### src/rtl/qdrc_req_arbiter.sv
// rtl/qdrc_req_arbiter.sv - QDR request stage: buffers user write/read requests, round-robin issues strobes, returns tagged reads.
// Tag FIFO depth is rounded up to a power of two; the outstanding counter enforces MAX_OUTSTANDING.

module qdrc_fifo #(
  parameter int WIDTH      = 8,
  parameter int DEPTH_LOG2 = 3
) (
  input  logic             clk0,
  input  logic             reset,
  input  logic             push,
  input  logic [WIDTH-1:0] push_data,
  input  logic             pop,
  output logic [WIDTH-1:0] head,
  output logic             full,
  output logic             empty
);
  localparam int DEPTH = 1 << DEPTH_LOG2;

  logic [WIDTH-1:0]    mem [DEPTH];
  logic [DEPTH_LOG2:0] wr_ptr;
  logic [DEPTH_LOG2:0] rd_ptr;

  always_ff @(posedge clk0 or posedge reset) begin
    if (reset) begin
      wr_ptr <= '0;
      rd_ptr <= '0;
    end else begin
      if (push) wr_ptr <= wr_ptr + 1'b1;
      if (pop)  rd_ptr <= rd_ptr + 1'b1;
    end
  end

  always_ff @(posedge clk0) begin
    if (push) mem[wr_ptr[DEPTH_LOG2-1:0]] <= push_data;
  end

  assign head  = mem[rd_ptr[DEPTH_LOG2-1:0]];
  assign empty = (wr_ptr == rd_ptr);
  assign full  = (wr_ptr[DEPTH_LOG2] != rd_ptr[DEPTH_LOG2]) &&
                 (wr_ptr[DEPTH_LOG2-1:0] == rd_ptr[DEPTH_LOG2-1:0]);
endmodule

module qdrc_req_arbiter #(
  parameter int DATA_WIDTH      = 36,
  parameter int ADDR_WIDTH      = 21,
  parameter int TAG_WIDTH       = 4,
  parameter int FIFO_DEPTH_LOG2 = 3,
  parameter int MAX_OUTSTANDING = 16
) (
  input  logic                          clk0,
  input  logic                          reset,
  input  logic                          phy_rdy,
  input  logic                          wr_valid,
  output logic                          wr_ready,
  input  logic [ADDR_WIDTH-1:0]         wr_addr,
  input  logic [2*DATA_WIDTH-1:0]       wr_data,
  input  logic                          rd_valid,
  output logic                          rd_ready,
  input  logic [ADDR_WIDTH-1:0]         rd_addr,
  input  logic [TAG_WIDTH-1:0]          rd_tag,
  output logic                          usr_wr_strb,
  output logic                          usr_rd_strb,
  output logic [ADDR_WIDTH-1:0]         usr_addr,
  output logic [2*DATA_WIDTH-1:0]       usr_wr_data,
  input  logic [2*DATA_WIDTH-1:0]       usr_rd_data,
  input  logic                          usr_rd_dvld,
  output logic                          rsp_valid,
  output logic [2*DATA_WIDTH-1:0]       rsp_data,
  output logic [TAG_WIDTH-1:0]          rsp_tag,
  output logic [$clog2(MAX_OUTSTANDING):0] rd_outstanding,
  output logic                          err_unexpected
);
  localparam int OUT_W     = $clog2(MAX_OUTSTANDING) + 1;
  localparam int TAG_DLOG2 = $clog2(MAX_OUTSTANDING);
  localparam int WF_W      = ADDR_WIDTH + 2*DATA_WIDTH;
  localparam int RF_W      = ADDR_WIDTH + TAG_WIDTH;

  logic                  wr_full, wr_empty, rd_full, rd_empty, tag_full, tag_empty;
  logic [WF_W-1:0]       wr_head;
  logic [RF_W-1:0]       rd_head;
  logic [TAG_WIDTH-1:0]  tag_head;
  logic                  wr_push, rd_push;
  logic                  wr_elig, rd_elig, grant_wr, grant_rd, tag_pop;
  logic                  last_grant_rd;

  // Ready is held low during reset so every output reads 0 while reset is high.
  assign wr_ready = !reset && !wr_full;
  assign rd_ready = !reset && !rd_full;
  assign wr_push  = wr_valid && wr_ready;
  assign rd_push  = rd_valid && rd_ready;

  qdrc_fifo #(.WIDTH(WF_W), .DEPTH_LOG2(FIFO_DEPTH_LOG2)) u_wr_fifo (
    .clk0(clk0), .reset(reset), .push(wr_push), .push_data({wr_addr, wr_data}),
    .pop(grant_wr), .head(wr_head), .full(wr_full), .empty(wr_empty)
  );

  qdrc_fifo #(.WIDTH(RF_W), .DEPTH_LOG2(FIFO_DEPTH_LOG2)) u_rd_fifo (
    .clk0(clk0), .reset(reset), .push(rd_push), .push_data({rd_addr, rd_tag}),
    .pop(grant_rd), .head(rd_head), .full(rd_full), .empty(rd_empty)
  );

  qdrc_fifo #(.WIDTH(TAG_WIDTH), .DEPTH_LOG2(TAG_DLOG2)) u_tag_fifo (
    .clk0(clk0), .reset(reset), .push(grant_rd), .push_data(rd_head[TAG_WIDTH-1:0]),
    .pop(tag_pop), .head(tag_head), .full(tag_full), .empty(tag_empty)
  );

  assign wr_elig  = phy_rdy && !wr_empty;
  assign rd_elig  = phy_rdy && !rd_empty && (rd_outstanding < OUT_W'(MAX_OUTSTANDING)) && !tag_full;
  // Read wins a tie only when the previous grant went to a write.
  assign grant_rd = rd_elig && (!wr_elig || !last_grant_rd);
  assign grant_wr = wr_elig && !grant_rd;
  assign tag_pop  = usr_rd_dvld && !tag_empty;

  always_ff @(posedge clk0 or posedge reset) begin
    if (reset) begin
      last_grant_rd  <= 1'b0;
      usr_wr_strb    <= 1'b0;
      usr_rd_strb    <= 1'b0;
      usr_addr       <= '0;
      usr_wr_data    <= '0;
      rd_outstanding <= '0;
      rsp_valid      <= 1'b0;
      rsp_data       <= '0;
      rsp_tag        <= '0;
      err_unexpected <= 1'b0;
    end else begin
      usr_wr_strb <= grant_wr;
      usr_rd_strb <= grant_rd;
      if (grant_wr) begin
        last_grant_rd <= 1'b0;
        usr_addr      <= wr_head[WF_W-1 -: ADDR_WIDTH];
        usr_wr_data   <= wr_head[2*DATA_WIDTH-1:0];
      end else if (grant_rd) begin
        last_grant_rd <= 1'b1;
        usr_addr      <= rd_head[RF_W-1 -: ADDR_WIDTH];
      end

      case ({grant_rd, tag_pop})
        2'b10:   rd_outstanding <= rd_outstanding + OUT_W'(1);
        2'b01:   rd_outstanding <= rd_outstanding - OUT_W'(1);
        default: rd_outstanding <= rd_outstanding;
      endcase

      rsp_valid <= usr_rd_dvld;
      if (usr_rd_dvld) begin
        rsp_data <= usr_rd_data;
        rsp_tag  <= tag_empty ? '0 : tag_head;
      end
      if (usr_rd_dvld && tag_empty) err_unexpected <= 1'b1;
    end
  end
endmodule

### config.mk
export PLATFORM = sky130hd
export DESIGN_NAME = qdrc_req_arbiter
export DESIGN_NICKNAME = d
export VERILOG_FILES = /design/src/rtl/qdrc_req_arbiter.sv
export SDC_FILE = /design/constraint.sdc
export NUM_CORES = 1
export LEC_CHECK = 0
export CAP_MARGIN = 20
export CORE_ASPECT_RATIO = 1.25
export CORE_MARGIN = 2
export CORE_UTILIZATION = 55
export CTS_CLUSTER_SIZE = 28
export DETAILED_ROUTE_END_ITERATION = 8
export PLACE_DENSITY = 0.79
export RECOVER_POWER = 25
export SKIP_LAST_GASP = 1
export SYNTH_ARGS = -nofsm -noshare
export SYNTH_HDL_FRONTEND = slang
export SYNTH_SLANG_ARGS = --single-unit
### constraint.sdc
create_clock -name clk0 -period 9.6 [get_ports clk0]
set_clock_uncertainty 0.05 [all_clocks]
set_input_delay 1.92 -clock clk0 [delete_from_list [all_inputs] [get_ports clk0]]
set_output_delay 1.92 -clock clk0 [all_outputs]
set_load 0.02 [all_outputs]
Word level (Yosys, flattened, before mapping)
Memory sizes are Yosys's and may differ from the RTL's.
Cells that the tools add are included.
- reductions and logical operators: 28
- muxes and demuxes: 12
- eq/ne operators: 11
- shifts and indexed selects: 0
- divide/modulo/power cells: 0
- order comparisons: 1
- bitwise operators: 0
- add/subtract/negate cells: 8
- $mul: 0
- operators by type and width (kind ; count):
    $mux 21 ; 2
    $add 4x1->4 const B ; 4
    $add 5x1->5 const B ; 3
    $logic_and 1x1->1 ; 15
    $eq 4x4->1 ; 3
    $logic_not 1->1 ; 10
    $pmux 5 s2 ; 1
    $mux 1 ; 8
    $eq 3x3->1 ; 2
    $eq 5x5->1 ; 1
    $lt 5x5->1 const B ; 1
    $sub 5x1->5 const B ; 1
    $mux 4 ; 1
    $reduce_bool 2->1 ; 2
    $ne 1x1->1 ; 3
    $eq 2x1->1 const B ; 1
    $eq 2x2->1 const B ; 1
    $logic_or 1x1->1 ; 1
- memory bits (read-only): 0
- bits in latches: 0
- bits in registers: 205
- logic and storage cells: 79
- output and inout bits: 180
- memories: 3
- input bits: 196
- RAM bits: 1008
- memory list (name ; words ; bits a word ; read ports ; clocked after Yosys merged registers in ; write ports ; line ; text):
    u_wr_fifo.mem ; 8 ; 93 ; 1 ; 0 ; 1 ; 19 ; logic [WIDTH-1:0] mem [DEPTH];
    u_rd_fifo.mem ; 8 ; 25 ; 1 ; 0 ; 1 ; 19 ;
    u_tag_fifo.mem ; 16 ; 4 ; 1 ; 0 ; 1 ; 19 ;

Logic depth before layout (Yosys ltp)
- word-level depth: 9
- depth in mapped cells: 14
- mapped depth without buffers: 12

By module
A second synthesis with hierarchy kept.
- cells, all modules: 2090
- area total of the unflattened synthesis: 46642.2 um2
- by module, submodules not included (module ; cells an instance ; sequential area each (um2) ; instances ; area an instance (um2)):
    qdrc_fifo at u_wr_fifo ; 1120 ; 22541.6 ; 1 ; 28337.2
    qdrc_fifo at u_rd_fifo ; 334 ; 6206.0 ; 1 ; 8146.6
    qdrc_req_arbiter ; 469 ; 4479.3 ; 1 ; 7036.7
    qdrc_fifo at u_tag_fifo ; 167 ; 2172.1 ; 1 ; 3121.7

Worst setup path before layout
No wires, ideal clock.
- kind: input-to-reg
- start point: input port reset
- end point: memory u_wr_fifo.mem[0][0] (netlist bit), enable pin
- stages: 4
- buffers on the path: 0
- path slack: -203 ps
- required time: 8891 ps
- setup time: 659 ps
- arrival: 9094 ps
- path through: a41oi_1 and2_1 nand2b_1 nor3_1
- word-level cells in the longest chain between the ends: 5
- ends and longest elaborated chain (element ; line ; text):
    start: declaration ; 51 ; input logic reset,
    $logic_not 1->1 (no line) ; n/a ;
    $logic_and 1x1->1 ; 87 ; assign wr_ready = !reset && !wr_full;
    $logic_and 1x1->1 ; 89 ; assign wr_push = wr_valid && wr_ready;
    $mux 1 ; 34 ; if (push) mem[wr_ptr[DEPTH_LOG2-1:0]] <= push_data;
    $mux 1 (not written as such) ; 34 ;
    end: declaration ; 19 ;
Every way passes these cells.

Worst setup path after layout
- start point: input port reset
- end point: output port rd_ready
- word-level cells in the longest chain between the ends: 2
- ends and longest elaborated chain (element ; line ; text):
    $logic_not 1->1 (no line) ; n/a ;
    $logic_and 1x1->1 ; 88 ; assign rd_ready = !reset && !rd_full;
    end: declaration ; 58 ; output logic rd_ready,
Every way passes these cells.

==> flow_summary.yaml <==
power:
  seq_power_share_pct: 43.2
  power.switching_uw: 4970
  combPwrFrac_pct: 29.2
  max-vdd-ir-drop_uv: 221
  swShare_pct: 30.4
  p_leak_uw: 0.0187
  cellPowerDensity_nw_per_um2: 295
  p_int_uw: 11400
  p_clk_share_pct: 27.6
clocking:
  cts_tree: "built"
  clk_pin_slew_ns: 0.06
  hold_buffers: 0
  numCtsBuffers: 110
  root_buffer: "clkbuf_16"
  clockBufferDepth: 3
  clock-sinks: 1213
  clk-insertion-delay-late_ns: 0.72
  cts_resized: 0
  postCtsSetupBuffers: 0
  htreeDepth: 3
critical_path:
  path_delay_family: "buffers and inverters"
  cp.required_ns: 7.63
  cp_data_arrival_time_ns: 3.58
  path_cells: "dlygate4sd3_1, a41oi_1, clkdlybuf4s50_1"
  regToRegSetupSlack_ns: 4.91
  endpoint_kind: "output port"
  crit_type: "in2out"
  cpPeakStageDelay_ns: 0.71
  cp_slowest_cell: "clkdlybuf4s50_1"
  cp_num_buf_inv: 2
  cp-start-kind: "primary input"
  crit_fanout: 3
job:
  maxCapViolCount: 1
route:
  drt_iter0_markers: 2158
  via_count: 23001
  drc: 0
  antenna_left: 0
  routed_wl_um: 103000
  wl_per_cell_um: 26.8
  via_per_inst: 6.01
  first_pass_iters: 5
synthesis:
  synth_common_cells: "1008 x edfxtp_1, 211 x mux2_2, 210 x mux4_2"
  yosys_warnings: 0
  netlist.area_leader.share_pct: 65.1
  async_reset_ff_share_pct: 16.9
  synth_top_cell_by_area: "edfxtp_1"
  syn_area_per_cell_um2: 21.1
  synthTopCellsByArea: "edfxtp_1 65%, dfrtp_1 11%, mux4_2 10%"
  synthCells: 2205
  synth-seq-cells: 1213
  ys_types: 45
  syn_nets: 2414
  ys.flop_type: "edfxtp_1"
  synth_edf_count: 1008
  ys_seq_area_share_pct: 76.2
  syn_area_um2: 46500
  yosysMostFrequentCell: "edfxtp_1"
final_layout:
  final_layout_size_suffix_gt1_share_pct: 24.6
  synthToLayoutAreaGrowth_pct: 19.2
  final_area_um2: 55400
  nets: 2824
die:
  die_x_um: 264
  fp.dieH_um: 329
  num_io_pins: 376
  core-area_um2: 84000
  dieArea_um2: 86900
  rows: 119
  start_util_pct: 55.4
place:
  io_buffers: 375
  post_dp_cell_area_um2: 51500
  dp_hpwl_um: 60200
  gp_congestion: 0.818
sta:
  slew_headroom_pct: -63.4
  rsz0062_at_grt: "no"
  finalMaxSlewViolations: 47
  finalSetupTns_ns: 0
  tightest_slew_ns: 2.44
  period_needed_ns: 5.55
  timing.fmax_mhz: 180
  setup_viol: 0
  hold_viol_final: 0
  finalCritPeriodShare_pct: 57.8
grt:
  grtUsageMet2_pct: 40.9
  grt_pass1_wl_um: 153000
  grt_pass1_vias: 24286
  grt_use_total_pct: 23.7
  use_met3_pct: 6.57
  grt.overflow.total: 0
  grt_use_met1_pct: 28.6
  busiest_layer: "met2"
  grt_max_degree: 151
  antenna_found_initial: 53
run_status:
  status: "finished, violations left"
  failed_checks: "capacitance limit, slew limit"
worst_hold_path:
  hold_path_class: "reg2reg"
-- final timing paths --
kind                                             end                start  depth (start not counted)
worst max-delay path                        rd_ready                reset                          3
max in group asynchronous        u_rd_fifo.rd_ptr[1]                reset                          3
worst min-delay path                  err_unexpected       err_unexpected                          1
worst max register to register  u_wr_fifo.mem[3][86]  u_wr_fifo.rd_ptr[0]                          7
min in group asynchronous               rsp_data[39]                reset                          2
worst min register to register        err_unexpected       err_unexpected                          1
-- state kept, by name (all words and copies together) (netlist names), 4 cells and up --
| register | cells |
|---|---|
| u_wr_fifo.mem | 744 |
| u_rd_fifo.mem | 200 |
| rsp_data | 72 |
| usr_wr_data | 72 |
| u_tag_fifo.mem | 64 |
| usr_addr | 21 |
| rd_outstanding | 5 |
| u_tag_fifo.rd_ptr | 5 |
| u_tag_fifo.wr_ptr | 5 |
| rsp_tag | 4 |
| u_rd_fifo.rd_ptr | 4 |
| u_rd_fifo.wr_ptr | 4 |
| u_wr_fifo.rd_ptr | 4 |
| u_wr_fifo.wr_ptr | 4 |
-- metrics by stage --
step	setup WS, ns	std cells	power (µW)	hold slack [ns]	utilization [%]
after detailed placement	3.73	3590	11900	0.424	61.4
after CTS	4.06	3800	16500	0.439	65.9
after floorplan	2.03	2205	10200	0.414	-
final	4.05	3826	16300	0.432	66.0
after global placement	3.83	3586	11700	0.388	61.3
after global routing	4.02	3815	17000	0.448	66.0
-- area by class of cell --
class	instances	area, µm²
repair buffers	417	4160
diodes	24	60.1
multi-input cells	860	10600
flip-flops and latches	1213	35400
well taps	1089	1360
clock inverters	71	802
fillers	5300	28600
clock buffers	139	2980
inverters	13	52.6
-- power by group through the flow --
stage	logic (µW)	registers [µW]	clock network [µW]
after floorplan	3090	7120	0
after global placement	4620	7120	0
after detailed placement	4750	7160	0
after CTS	4820	7070	4570
after global routing	5080	7130	4790
final	4780	7050	4500
-- cell usage in the layout (no fill, tap or decap), types with 24 or more instances in the layout --
| cell | Yosys | layout |
|---|---|---|
| edfxtp_1 | 1008 | 1008 |
| clkdlybuf4s50_1 | 0 | 273 |
| mux2_2 | 211 | 211 |
| mux4_2 | 210 | 210 |
| dfrtp_1 | 205 | 201 |
| clkbuf_16 | 0 | 111 |
| dlygate4sd3_1 | 0 | 101 |
| mux2i_1 | 84 | 84 |
| nand3_1 | 76 | 76 |
| a22oi_1 | 47 | 47 |
| buf_4 | 4 | 37 |
| mux2_1 | 33 | 33 |
| nand2_1 | 29 | 29 |
| xnor2_1 | 27 | 27 |
| diode_2 | 0 | 24 |
-- cells by family (layout without fill, tap and decap cells) --
logic type	Yosys count	count (layout)	share of synthesized area [%]
simple gates	171	171	1.81
fa+ha+maj	13	13	0.350
mux	538	538	17.9
compound gates	96	96	1.69
flops	1213	1213	76.2
buf+inv	132	640	1.31
xor+xnor	42	42	0.791
other cells	0	24	0
-- metal layers --
layer / vias to the layer above / share of wire [%]
met1: 11865 / 36
met4: 48 / 3.0
met5: - / 0.30
met2: 1031 / 52
li1: 9813 / -
met3: 244 / 8.5
(Power assumes the default switching activity.)
